--- src/rtl/cnn_frame_sequencer.sv ---
// cnn_frame_sequencer: feeds one 28x28 frame into the CNN model, drains its logits and argmaxes them.
// Optional cycle counter output perf_cycles is enabled by defining CNN_FRAME_SEQUENCER_PERF_EN.
module cnn_frame_sequencer #(
   parameter int VALUE_BITS   = 18,
   parameter int N            = 12,
   parameter int PIXEL_BITS   = 8,
   parameter int FRAME_PIXELS = 784,
   parameter int NUM_CLASSES  = 10
) (
   input  logic                              clk,
   input  logic                              reset,
   input  logic                              start,
   output logic                              busy,
   input  logic [PIXEL_BITS-1:0]             src_data,
   input  logic                              src_valid,
   output logic                              src_ready,
   output logic [VALUE_BITS-1:0]             m_data,
   output logic                              m_valid,
   output logic                              m_last,
   input  logic                              m_ready,
   input  logic [VALUE_BITS*NUM_CLASSES-1:0] s_data,
   input  logic                              s_valid,
   input  logic                              s_last,
   output logic                              s_ready,
   output logic [3:0]                        res_class,
   output logic [VALUE_BITS-1:0]             res_score,
   output logic                              res_valid,
   input  logic                              res_ready
`ifdef CNN_FRAME_SEQUENCER_PERF_EN
   ,
   output logic [31:0]                       perf_cycles
`endif
);

   localparam int CNT_W = (FRAME_PIXELS > 1) ? $clog2(FRAME_PIXELS) : 1;
   localparam int IDX_W = 4;

   typedef enum logic [2:0] {
      S_IDLE,
      S_STREAM,
      S_WAIT_OUT,
      S_ARGMAX,
      S_DONE
   } state_t;

   state_t                        state, state_nx;
   logic [CNT_W-1:0]              pix_cnt;
   logic                          last_seen;
   logic signed [VALUE_BITS-1:0]  logit [NUM_CLASSES];
   logic [IDX_W-1:0]              idx;
   logic [IDX_W-1:0]              best_idx;
   logic signed [VALUE_BITS-1:0]  best;

   logic                          last_pix;
   logic                          src_xfer;
   logic                          s_cap;
   logic                          enter_argmax;

   assign last_pix = (pix_cnt == CNT_W'(FRAME_PIXELS - 1));

   always_ff @(posedge clk or negedge reset) begin
      if (!reset) state <= S_IDLE;
      else        state <= state_nx;
   end

   always_comb begin
      state_nx     = state;
      busy         = 1'b1;
      src_ready    = 1'b0;
      m_valid      = 1'b0;
      m_last       = 1'b0;
      m_data       = '0;
      s_ready      = 1'b0;
      res_valid    = 1'b0;
      src_xfer     = 1'b0;
      s_cap        = 1'b0;
      enter_argmax = 1'b0;
      case (state)
         S_IDLE: begin
            busy = 1'b0;
            if (start) state_nx = S_STREAM;
         end
         S_STREAM: begin
            src_ready = m_ready;
            m_valid   = src_valid;
            m_last    = last_pix;
            m_data    = VALUE_BITS'(src_data) << (N - PIXEL_BITS);
            s_ready   = 1'b1;
            src_xfer  = src_valid & m_ready;
            s_cap     = s_valid & s_last;
            // An s_last beat seen during streaming (or on the final pixel cycle) skips WAIT_OUT
            if (src_xfer && last_pix) begin
               if (last_seen || s_cap) begin
                  state_nx     = S_ARGMAX;
                  enter_argmax = 1'b1;
               end else begin
                  state_nx = S_WAIT_OUT;
               end
            end
         end
         S_WAIT_OUT: begin
            s_ready = 1'b1;
            s_cap   = s_valid & s_last;
            if (s_cap) begin
               state_nx     = S_ARGMAX;
               enter_argmax = 1'b1;
            end
         end
         S_ARGMAX: begin
            if (idx == IDX_W'(NUM_CLASSES - 1)) state_nx = S_DONE;
         end
         S_DONE: begin
            res_valid = 1'b1;
            if (res_ready) state_nx = S_IDLE;
         end
         default: state_nx = S_IDLE;
      endcase
   end

   always_ff @(posedge clk or negedge reset) begin
      if (!reset) begin
         pix_cnt   <= '0;
         last_seen <= 1'b0;
         idx       <= '0;
         best_idx  <= '0;
         best      <= '0;
         for (int unsigned c = 0; c < NUM_CLASSES; c++) logit[c] <= '0;
      end else begin
         if (state == S_IDLE && start) begin
            pix_cnt   <= '0;
            last_seen <= 1'b0;
         end
         if (src_xfer && !last_pix) pix_cnt <= pix_cnt + CNT_W'(1);
         if (s_cap) begin
            last_seen <= 1'b1;
            for (int unsigned c = 0; c < NUM_CLASSES; c++)
               logit[c] <= s_data[c*VALUE_BITS +: VALUE_BITS];
         end
         // Seed from the live bus when the capture and the ARGMAX entry share a cycle
         if (enter_argmax) begin
            idx      <= IDX_W'(1);
            best_idx <= '0;
            best     <= s_cap ? $signed(s_data[VALUE_BITS-1:0]) : logit[0];
         end else if (state == S_ARGMAX) begin
            if (logit[idx] > best) begin
               best     <= logit[idx];
               best_idx <= idx;
            end
            idx <= idx + IDX_W'(1);
         end
      end
   end

   assign res_class = best_idx;
   assign res_score = best;

`ifdef CNN_FRAME_SEQUENCER_PERF_EN
   logic [31:0] stall_cnt;

   always_ff @(posedge clk or negedge reset) begin
      if (!reset)
         stall_cnt <= '0;
      else if (state == S_IDLE && start)
         stall_cnt <= '0;
      else if (state != S_IDLE && state != S_DONE && stall_cnt != '1)
         stall_cnt <= stall_cnt + 32'd1;
   end

   assign perf_cycles = stall_cnt;
`endif

endmodule
--- config.mk ---
export PLATFORM = sky130hd
export DESIGN_NAME = cnn_frame_sequencer
export DESIGN_NICKNAME = d
export VERILOG_FILES = /design/src/rtl/cnn_frame_sequencer.sv
export SDC_FILE = /design/constraint.sdc
export NUM_CORES = 1
export LEC_CHECK = 0
export CORE_MARGIN = 2
export CORE_UTILIZATION = 55
export DETAILED_ROUTE_END_ITERATION = 10
export HOLD_SLACK_MARGIN = 0.08
export PLACE_DENSITY = 0.89
export SETUP_SLACK_MARGIN = 0.2
export SLEW_MARGIN = 20
export SYNTH_ARGS = -nofsm -noshare
export SYNTH_HDL_FRONTEND = slang
export SYNTH_SLANG_ARGS = --single-unit
--- constraint.sdc ---
create_clock -name clk -period 11.1 [get_ports clk]
set_input_delay 2.22 -clock clk [delete_from_list [all_inputs] [get_ports clk]]
set_output_delay 2.22 -clock clk [all_outputs]
set_load 0.01 [all_outputs]
# [After elaboration in Yosys (flattened, before gate mapping)]
# Cells that the tools add are included.
[op_classes] addsub=2 mul=0 div=0 magnitude_cmp=2 eq_ne=11 shift=0 muxes=36 bitwise=3 n_reduce_logical=13
[ops] op="$mux W18" n=6
[ops] op="$bmux W18 S4" n=1
[ops] op="$mux W10" n=2
[ops] op="$mux W4" n=5
[ops] op="$gt A18 B18 Y1" n=1
[ops] op="$mux W3" n=5
[ops] op="$pmux W3 S5" n=1
[ops] op="$mux W1" n=14
[ops] op="$mux W12" n=1
[ops] op="$add A10 B1 Y10 const B" n=1
[ops] op="$eq A10 B10 Y1 const B" n=1
[ops] op="$ne A2 B2 Y1 const B" n=5
[ops] op="$reduce_bool A2 Y1" n=4
[ops] op="$eq A3 B2 Y1 const B" n=2
[ops] op="$ge A5 B5 Y1 const B" n=1
[ops] op="$not A4 Y5" n=1
[ops] op="$reduce_and A5 Y1" n=1
[ops] op="$add A4 B1 Y4 const B" n=1
[ops] op="$eq A4 B4 Y1 const B" n=1
[ops] op="$eq A3 B1 Y1 const B" n=1
[ops] op="$eq A3 B3 Y1 const B" n=1
[ops] op="$logic_and A1 B1 Y1" n=3
[ops] op="$logic_not A3 Y1" n=1
[ops] op="$and A1 B1 Y1" n=2
[ops] op="5 further kinds" n=5
[word_totals] reg_bits=220 latch_bits=0 ram_bits=0 mem_bits_ro=0 inputBits=196 mem_count=0

# [Longest topological paths before layout]
# Gate-level depths: netlist (run 1).
[logic_depth] depth_word=8 mapped_depth=14 mapped_depth_nobuf=10

# [Least setup slack after synthesis (run 1)]
# OpenSTA, ideal clock, no wires.
[synth_path] path_kind="input to output" from="input port src_data[6]" to="output port m_data[10]" arrival_ns=2.366 t_required_ns=8.880 path_slack_ns=6.514 path_stages=1 path_cell_list="and2_1"
[synth_via] elab_chain_cells=1
[synth_lines] element="start, declared" line="14" text="input logic [PIXEL_BITS-1:0] src_data,"
[synth_lines] element="$mux W12" line="78" text="case (state)"
[synth_lines] element="end, declared" line="17" text="output logic [VALUE_BITS-1:0] m_data,"
# Every way passes these cells.

# [Worst setup path in the final report (run 1)]
[layout_path] from="input port src_valid" to="output port m_valid"
[layout_via] elab_chain_cells=1
[layout_lines] element="start, declared" line="15" text="input logic src_valid,"
[layout_lines] element="$mux W1" line="78"
[layout_lines] element="end, declared" line="18" text="output logic m_valid,"
# Every way passes these cells.

==> results of run 1 <==
[cells in the final DEF (no fill, tap or decap), drive strengths merged, types with 21 or more instances in the layout]
cell and count:
a21oi 45, clkbuf 38, clkdlybuf4s50 230, dfrtp 220, ha 21, inv 30
mux2 200, mux4 35, nor2 27, nor3 27, o21ai 23
[sequential cells by signal, summed over array words and instances (netlist names)]
name and count:
logit 180, res_score 18, pix_cnt 10, idx 4, res_class 4, state 3, last_seen 1
[final timing paths]
path | start | endpoint | slack (ns) | depth (start not counted)
worst max-delay path | src_valid | m_valid | 5.43 | 3
worst min-delay path | logit[134] | logit[134] | 0.50 | 1
worst max register to register | idx[0] | res_class[1] | 6.06 | 10
worst min register to register | logit[134] | logit[134] | 0.50 | 1
max in group asynchronous | reset | logit[88] | 8.00 | 2
min in group asynchronous | reset | logit[83] | 1.70 | 1
[cells by family (layout without fill, tap and decap cells)]
group | after synthesis | count (layout) | synth area share, %
other | 1 | 10 | 0.0339
AND/OR/NAND/NOR | 112 | 112 | 5.36
adder cells (fa/ha/maj) | 21 | 21 | 2.38
flip-flops | 220 | 220 | 49.8
buffers and inverters | 97 | 314 | 4.34
AO/OA/AOI/OAI | 142 | 142 | 9.78
multiplexers | 241 | 241 | 28.1
XOR/XNOR | 3 | 3 | 0.238
[final cells by class]
cell class              count  area (um2)
clock inverters             3        42.5
fillers                  1281        5320
flip-flops and latches    220        5510
multi-input cells         529        5120
inverters                  30         113
clock buffers              38         744
repair buffers            243        2410
well taps                 265         332
[worst max-delay path: stages]
cell	delay [ns]
clkdlybuf4s50_1	0.54
and2_1	0.15
clkdlybuf4s50_1	0.53
[metrics by stage]
stage          hold slack (ns)  instances  total power, mW  worst slack, ns
5_1_grt                  0.518       1328             2.12             5.40
6_report                 0.501       1328             2.04             5.43
3_5_place_dp             0.490       1287             1.26             5.43
4_1_cts                  0.498       1328             2.06             5.43
2_1_floorplan            0.456        846             1.12             6.51
3_3_place_gp             0.483       1287             1.24             5.48
[metal layers]
metal  vias up  part of all wire (%)  GRT usage (%)
met5         -                     0              0
met4         0                   1.7           4.66
met3        33                   7.9           6.80
met2       285                    49           43.3
met1      3988                    42           36.2
li1       3534                     -              -
[power groups by stage]
| stage | Sequential (mW) | Clock [mW] | Combinational (mW) |
|---|---|---|---|
| 4_1_cts | 0.960 | 0.806 | 0.292 |
| 3_5_place_dp | 0.972 | 0 | 0.288 |
| 6_report | 0.960 | 0.793 | 0.289 |
| 5_1_grt | 0.972 | 0.839 | 0.312 |
| 2_1_floorplan | 0.952 | 0 | 0.171 |
| 3_3_place_gp | 0.964 | 0 | 0.278 |
==> run summary, run 1 <==
Buffers added on ports = 231
Post-route minimum period = 5.67 ns
H-tree levels = 1
CP max FO = 5
Skew-Pair Late Insertion Delay = 0.51 ns
Clock network power share = 38.8%
Synth Register Bits = 220
CP Launch Type = primary input
# clock sinks = 220
Required time at the worst-slack endpoint = 8.88 ns
Max frequency = 0.176 GHz
Total grt overflow = 0
RSZ-0062 raised after global routing = no
Clock buffer depth = 3
Share of post-route cells with drive strength above 1 = 29.6%
Power Density = 143 nW/um2
Cell Area, Synth = 11100 um2
GPL Wtd Cong = 0.820
Die area = 21200 um2
CTS clock-pin slew for the worst setup and hold paths = 0.05 ns
Max Cap Violations = 0
Slew @ Worst Pin = 1.00 ns
Core Area = 19600 um2
Initial Utilization = 56.4%
ANT cells = 0
CTS tree = yes
Root Driver = clkbuf_16
Placed cell area = 13500 um2
Largest area contributor in the synthesized netlist = dfrtp_1
Die X = 146 um
Internal power = 1.57 mW
Final period util = 51.0%
Post-synth top area share = 49.8%
Initial antenna violation count = 0
Routed WL = 27.8 mm
Fin. max-slew vios = 0
First-pass GRT wire length = 45.0 mm
Total CTS buffers = 24
GRT Util Overall = 26.3%
Layout net count = 1265
1st-iter DRT viols = 515
Status = complete, no violations
Via count = 7840
Switching fraction of total power = 22.9%
Post-synth top flop = dfrtp_1
Top post-synthesis cells by area = dfrtp_1 (50%), mux2_2 (20%), mux4_2 (7.1%)
P_sw = 468 uW
Ys async rst share = 100%
Slew margin rel. = 33.3%
Vias in the first global route = 8326
Most frequent cells after synthesis = dfrtp_1 (220), mux2_2 (200), a21oi_1 (45)
Post-synth EDFFs = 0
Post-DP HPWL = 19.0 mm
Antenna-violating nets left = 0
Fraction of the yosys area taken by sequential cells = 49.8%
Nature of the critical path endpoint = output port
Pin count of the biggest net entering global routing = 91
Count leader, synth = dfrtp_1
Hold Vio Cnt, Final = 0
Row cnt = 51
Setup tns final = 0 ns
HP Class = flip-flop to flip-flop
Post-CTS resize count = 0
Die Y = 146 um
Cell area after layout = 14300 um2
Number of warning messages in the yosys log = 0
Hold-fix buffers, CTS = 0
P_leak = 5.94 nW
Crit path kind = primary input to output port
Drt first pass iters = 6
Final Util = 72.8%
Peak VDD IR = 0.146 mV
DRC errors left = 0
Post-CTS setup repair buffer count = 0
Routed length per instance = 21.0 um
Syn avg cell area = 13.2 um2
Sequential share of power = 47.0%
# IOs = 242
Area grow syn2layout = 29.1%
Gate power share = 14.2%
Number of distinct library cells after synthesis = 53
Gate Count Post-Synth = 837
Routed vias/inst = 5.90
Final setup fails = 0
Worst EP arrival = 3.45 ns
Final Skew = 0.00953 ns
(Power assumes the default switching activity.)
==> run 2: changes to the inputs <==
- CORE_UTILIZATION: 55 -> 51
- PLACE_DENSITY: 0.89 -> 0.83
- clock period: 11.1 -> 5.8 ns (I/O delays scaled with it)
==> run 2 against run 1 <==
  * Cell count rose by 0.60%
  * Combinational power increased by 91%
  * Sequential power rose by 92%
  * Setup slack got worse by 4.2 ns
  * Total power is 96% higher
  * First-iteration DRC count grew 35%
  * Non-clock buffer count down 4
  * Largest power group unchanged
==> run summary, run 2 (synthesized netlist as in run 1, its figures left out) <==
Skew-Pair Late Insertion Delay = 0.51 ns (about the same)
Final setup margin = 1.25 ns (-4.18 ns)
Clock network power share = 40.4% (+1.6 points)
Final setup fails = 0 (unchanged)
Root Driver = clkbuf_16
Crit-path slowest cell = dfrtp_4
Routed WL = 27.8 mm (-0.12%)
Largest register FFs = 180 (unchanged)
GRT busiest layer = met2
Biggest register = logit
Min-Delay Endpoint = logit[135]
CTS clock-pin slew for the worst setup and hold paths = 0.06 ns (about the same)
ANT cells = 0 (unchanged)
CP Buf/Inv Count = 1 (-1)
CP Launch Type = flip-flop
Die X = 151 um (+3.7%)
Internal power = 3.10 mW (+97%)
Final Skew = 0.0123 ns (+0.00276 ns)
Drt first pass iters = 5 (-1)
Setup tns final = 0 ns (unchanged)
R2R Path Start = idx[0]
P_sw = 914 uW (+96%)
Routed length per instance = 20.8 um (-0.72%)
Worst reg2reg setup slack = 1.25 ns (-4.81 ns)
Die area = 22900 um2 (+7.6%)
# clock sinks = 220 (unchanged)
Row cnt = 53 (+3.9%)
CP peak stage delay = 0.89 ns (+0.35 ns)
Required time at the worst-slack endpoint = 6.22 ns (-2.66 ns)
Power Density = 280 nW/um2 (+95%)
Post-route minimum period = 4.55 ns
Pin count of the biggest net entering global routing = 182 (+100%)
GPL Wtd Cong = 0.843 (+2.8%)
Post-CTS resize count = 0 (unchanged)
Post-Place Setup Slack = 1.17 ns (-4.26 ns)
# IOs = 242 (unchanged)
Max Cap Violations = 0 (unchanged)
Fill count = 1504 (+17%)
Core Area = 21200 um2 (+8.0%)
First-pass GRT wire length = 43.2 mm (-3.9%)
Max frequency = 0.220 GHz
Die Y = 151 um (+3.7%)
CP delay by family, top = compound AO/OA/AOI/OAI gates
Sequential share of power = 45.9% (-1.1 points)
Nature of the critical path endpoint = flip-flop
Layout net count = 1261 (-0.32%)
Clock buffer depth = 3 (unchanged)
Switching fraction of total power = 22.8% (-0.11 points)
Antenna-violating nets left = 0 (unchanged)
P_leak = 5.96 nW (+0.31%)
Gate power share = 13.8% (-0.4 points)
Commonest non-fill, non-tap cells in the layout = clkdlybuf4s50_1 (230), dfrtp_1 (218), mux2_2 (200), a21oi_1 (45), mux4_2 (35)
Status = complete, no violations
Final period util = 78.4%
Total grt overflow = 0 (unchanged)
Hold Crit Depth = 1 (unchanged)
Commonest non-fill, non-tap cell in the layout = clkdlybuf4s50_1
Met2 usage = 38.5% (-4.7 points)
Share of post-route cells with drive strength above 1 = 29.8% (+0.15 points)
RSZ-0062 raised after global routing = no
Via count = 7847 (+0.089%)
Initial Utilization = 52.2% (-4.2 points)
Routed vias/inst = 5.87 (-0.51%)
M1 GR Usage = 33.4% (-2.8 points)
GR Util met3 = 5.63% (-1.2 points)
Worst EP arrival = 4.97 ns (+1.52 ns)
HP Class = flip-flop to flip-flop
Hold-fix buffers, CTS = 0 (unchanged)
Crit path kind = flip-flop to flip-flop
R2r worst-path depth = 10 (unchanged)
Hold Vio Cnt, Final = 0 (unchanged)
Post-DP HPWL = 18.9 mm (-0.21%)
Post-CTS setup repair buffer count = 0 (unchanged)
1st-iter DRT viols = 696 (+35%)
Total CTS buffers = 24 (unchanged)
Critical-path cell list = buf_4, mux2_2, a221oi_1, nor2_1, ha_1, nand4_1, nor4_2, o31a_1, o31a_4, mux2i_1
GRT Util Overall = 24.1% (-2.2 points)
Hold path start = logit[135]
Slew margin rel. = 35.9% (+2.6 points)
CTS tree = yes
DRC errors left = 0 (unchanged)
Peak VDD IR = 0.230 mV (+58%)
H-tree levels = 1 (unchanged)
Initial antenna violation count = 1 (+1)
Area grow syn2layout = 29.8%
Fin. max-slew vios = 0 (unchanged)
Buffers added on ports = 231 (unchanged)
CP max FO = 36 (+31)
Worst hold slack = 0.500 ns (-0.00173 ns)
FF-to-FF End = res_class[2]
Slew @ Worst Pin = 0.961 ns (-0.0395 ns)
Vias in the first global route = 8053 (-3.3%)
[run 2: cell types whose count changed in the layout (fill, tap and decap cells not counted)]
cell | previous run | this run
clkinv_2 | 1 | 6
buf_12 | 0 | 2
o31ai_2 | 17 | 16
clkbuf_1 | 6 | 3
buf_4 | 12 | 6
o31ai_4 | 0 | 1
clkinvlp_4 | 1 | 2
clkbuf_8 | 7 | 3
bufinv_16 | 1 | 4
[run 2: per-layer routing]
| layer | share of wire, % | routed length, um |
|---|---|---|
| met3 | 7.8 | 2160 |
| met5 | 0.054 | 15 |
| met4 | 2.6 | 735 |
| met2 | 47 | 13000 |
| met1 | 43 | 11900 |
[run 2: worst max-delay path by stage]
stage	startpoint	endpoint	slack [ns]	cells past startpoint
6_report	idx[0]	res_class[2]	1.25	10
5_1_grt	idx[0]	res_class[2]	0.91	10
4_1_cts	idx[0]	res_class[2]	1.12	10
3_5_place_dp	idx[0]	res_class[2]	1.17	10
3_3_place_gp	idx[0]	res_class[2]	1.29	10
2_1_floorplan	idx[0]	res_score[11]	2.31	13
[run 2: power by group through the flow]
stage	clock network (mW)	registers, mW	logic [mW]
floorplan	0	1.82	0.327
detailed placement	0	1.87	0.551
global placement	0	1.85	0.534
finish	1.62	1.84	0.553
CTS	1.64	1.84	0.557
global route	1.70	1.86	0.595
[run 2: final cells by class]
cell class              count  area, um2  share of cell area [%]
flip-flops and latches    220       5510                    38.4
repair buffers            239       2400                    16.7
multi-input cells         529       5130                    35.8
inverters                  30        113                   0.785
clock inverters            12        165                    1.15
clock buffers              31        678                    4.73
well taps                 275        344                    2.40
[run 2: through the flow]
stage | area, um2 | util (%) | cells | power, mW
2_1_floorplan | 11100 | - | 846 | 2.15
3_3_place_gp | 13500 | 63.7 | 1293 | 2.39
3_5_place_dp | 13500 | 63.7 | 1293 | 2.42
4_1_cts | 14300 | 67.7 | 1336 | 4.04
5_1_grt | 14300 | 67.8 | 1336 | 4.16
6_report | 14300 | 67.8 | 1336 | 4.01
[run 2: worst reg2reg max path: cells and delay by family (launching register included)]
family | cells | cell delay (ns)
and+or+nand+nor | 3 | 0.76
muxes | 2 | 0.65
AOI/OAI and AO/OA | 3 | 1.47
DFF | 1 | 0.89
adders and majority gates | 1 | 0.31
buffers and inverters | 1 | 0.38
==> run 3: changes to the inputs <==
- CORE_UTILIZATION: 51 -> 46
- PLACE_DENSITY: 0.83 -> 0.8
- clock period: 5.8 -> 4 ns (I/O delays scaled with it)
==> run 3 against run 2 <==
  * Register-to-register slack got worse by 0.97 ns
  * Clock skew decreased by 0.0017 ns
  * Design area increased by 2.1%
  * First-iteration DRC count decreased by 10%
  * Total power increased by 49%
  * Core utilization decreased by 5.6 points
  * Clock-buffer cell count increased by 2
  * Critical path depth increased by 1
==> run summary, run 3 (synthesized netlist as in run 1, its figures left out) <==
Drt first pass iters = 5 (unchanged)
GPL Wtd Cong = 0.928 (+10%)
Core Area = 23500 um2 (+11%)
ANT cells = 0 (unchanged)
# IOs = 242 (unchanged)
FF-to-FF End = res_score[8]
HP Class = primary input to async pin
Share of post-route cells with drive strength above 1 = 31.2% (+1.4 points)
M1 GR Usage = 32.8% (-0.59 points)
P_leak = 6.09 nW (+2.2%)
Via count = 7951 (+1.3%)
Initial Utilization = 46.9% (-5.3 points)
Die Y = 159 um (+5.2%)
Critical-path cell list = buf_12, mux4_2, a221oi_1, nor2_1, ha_1, a21o_1, a2111oi_4, o31ai_4, buf_4, o311ai_1, o31ai_2
Max Cap Violations = 0 (unchanged)
Crit-path slowest cell = mux4_2
Pin count of the biggest net entering global routing = 104 (-43%)
Post-route minimum period = 3.72 ns (-0.828 ns)
Met2 usage = 35.3% (-3.3 points)
Status = complete, no violations
Final period util = 93.0% (+15 points)
Commonest non-fill, non-tap cell in the layout = clkdlybuf4s50_1
Fin. max-slew vios = 0 (unchanged)
Required time at the worst-slack endpoint = 4.37 ns (-1.85 ns)
Slew margin rel. = 27.1% (-8.9 points)
H-tree levels = 1 (unchanged)
Vias in the first global route = 8144 (+1.1%)
Fill count = 1814 (+21%)
GRT Util Overall = 22.7% (-1.4 points)
Area grow syn2layout = 32.5%
Final Skew = 0.0106 ns (-0.00168 ns)
Clock buffer depth = 3 (unchanged)
1st-iter DRT viols = 625 (-10%)
Largest register FFs = 180 (unchanged)
Buffers added on ports = 231 (unchanged)
Routed vias/inst = 5.70 (-3.0%)
Biggest register = logit
Initial antenna violation count = 1 (unchanged)
Setup tns final = 0 ns (unchanged)
Routed WL = 28.9 mm (+4.0%)
Nature of the critical path endpoint = flip-flop
GR Util met3 = 5.26% (-0.37 points)
Total CTS buffers = 24 (unchanged)
Skew-Pair Late Insertion Delay = 0.52 ns (about the same)
CP peak stage delay = 0.54 ns (-0.35 ns)
Worst EP arrival = 4.10 ns (-0.87 ns)
Final setup fails = 0 (unchanged)
Die area = 25300 um2 (+11%)
GRT busiest layer = met2
CP max FO = 28 (-22%)
Slew @ Worst Pin = 1.09 ns (+0.132 ns)
Layout net count = 1277 (+1.3%)
Peak VDD IR = 0.274 mV (+19%)
CTS tree = yes
Placed cell area = 13700 um2 (+1.6%)
Antenna-violating nets left = 0 (unchanged)
Cell area after layout = 14600 um2 (+2.1%)
Commonest non-fill, non-tap cells in the layout = clkdlybuf4s50_1 (230), dfrtp_1 (218), mux2_2 (200), a21oi_1 (44), mux4_2 (35)
Worst reg2reg setup slack = 0.28 ns (-0.97 ns)
Power Density = 407 nW/um2 (+46%)
Total grt overflow = 0 (unchanged)
Row cnt = 56 (+5.7%)
Hold-fix buffers, CTS = 0 (unchanged)
Max frequency = 0.269 GHz (+22%)
First-pass GRT wire length = 46.0 mm (+6.4%)
Routed length per instance = 20.7 um (-0.45%)
Hold Vio Cnt, Final = 0 (unchanged)
# clock sinks = 220 (unchanged)
R2R Path Start = idx[0]
Post-DP HPWL = 20.4 mm (+7.7%)
DRC errors left = 0 (unchanged)
Crit path kind = flip-flop to flip-flop
CTS clock-pin slew for the worst setup and hold paths = 0.06 ns (about the same)
Die X = 159 um (+5.2%)
Post-CTS setup repair buffer count = 0 (unchanged)
Root Driver = clkbuf_16
R2r worst-path depth = 11 (+1)
CP Launch Type = flip-flop
RSZ-0062 raised after global routing = yes
run 3: cell type report:
| class | count | area, um2 | share of cell area, % |
|---|---|---|---|
| multi-input cells | 530 | 5150 | 35.2 |
| well taps | 319 | 399 | 2.73 |
| clock buffers | 33 | 726 | 4.96 |
| repair buffers | 254 | 2560 | 17.5 |
| flip-flops and latches | 220 | 5510 | 37.6 |
| clock inverters | 10 | 179 | 1.22 |
| inverters | 30 | 113 | 0.769 |
run 3: how the worst max path moves through the flow:
| stage | from | to | slack (ns) | cells after the start |
|---|---|---|---|---|
| 2_1_floorplan | idx[0] | res_score[11] | 0.51 | 13 |
| 3_3_place_gp | idx[0] | res_class[2] | 0.25 | 10 |
| 3_5_place_dp | idx[0] | res_class[0] | 0.11 | 10 |
| 4_1_cts | idx[0] | res_score[4] | 0.20 | 11 |
| 5_1_grt | idx[0] | res_score[1] | 0.15 | 11 |
| 6_report | idx[0] | res_score[8] | 0.28 | 11 |
run 3: where the power goes:
part           internal, mW  switching [mW]  total (mW)
clock network          1.59           0.893        2.48
logic                 0.532           0.277       0.810
registers              2.51           0.162        2.67
run 3: repair_timing:
action | 4_1_cts | 5_1_grt
endpoints found under the setup margin | 22 | 22
gates resized for setup | 1 | 16
gates cloned | 0 | 1
endpoints found under the hold margin | 0 | 0
pin swaps | 0 | 1
run 3: routing by layer:
metal	vias to the layer above	share of wire (%)	routed length [um]
met3	42	8.1	2350
met5	-	0.041	12
met1	3984	45	12900
met2	349	46	13200
li1	3574	-	-
met4	2	1.7	486
run 3: through the flow:
stage	instances	hold WS [ns]	util [%]	setup slack [ns]	power (mW)
after CTS	1395	0.367	62.0	0.202	6.01
after detailed placement	1352	0.493	58.2	0.109	3.52
after floorplan	846	0.456	-	0.515	3.11
after global placement	1352	0.484	58.2	0.251	3.49
after global routing	1396	0.388	62.2	0.151	6.20
final	1396	0.329	62.2	0.278	5.96
run 3: critical path: cells and delay by family, from the launching register on:
kind / cells / cell delay, ns
DFF: 1 / 0.47
adders and majority gates: 1 / 0.31
muxes: 1 / 0.54
buffers and inverters: 2 / 0.45
AOI/OAI and AO/OA: 6 / 1.68
and+or+nand+nor: 1 / 0.10
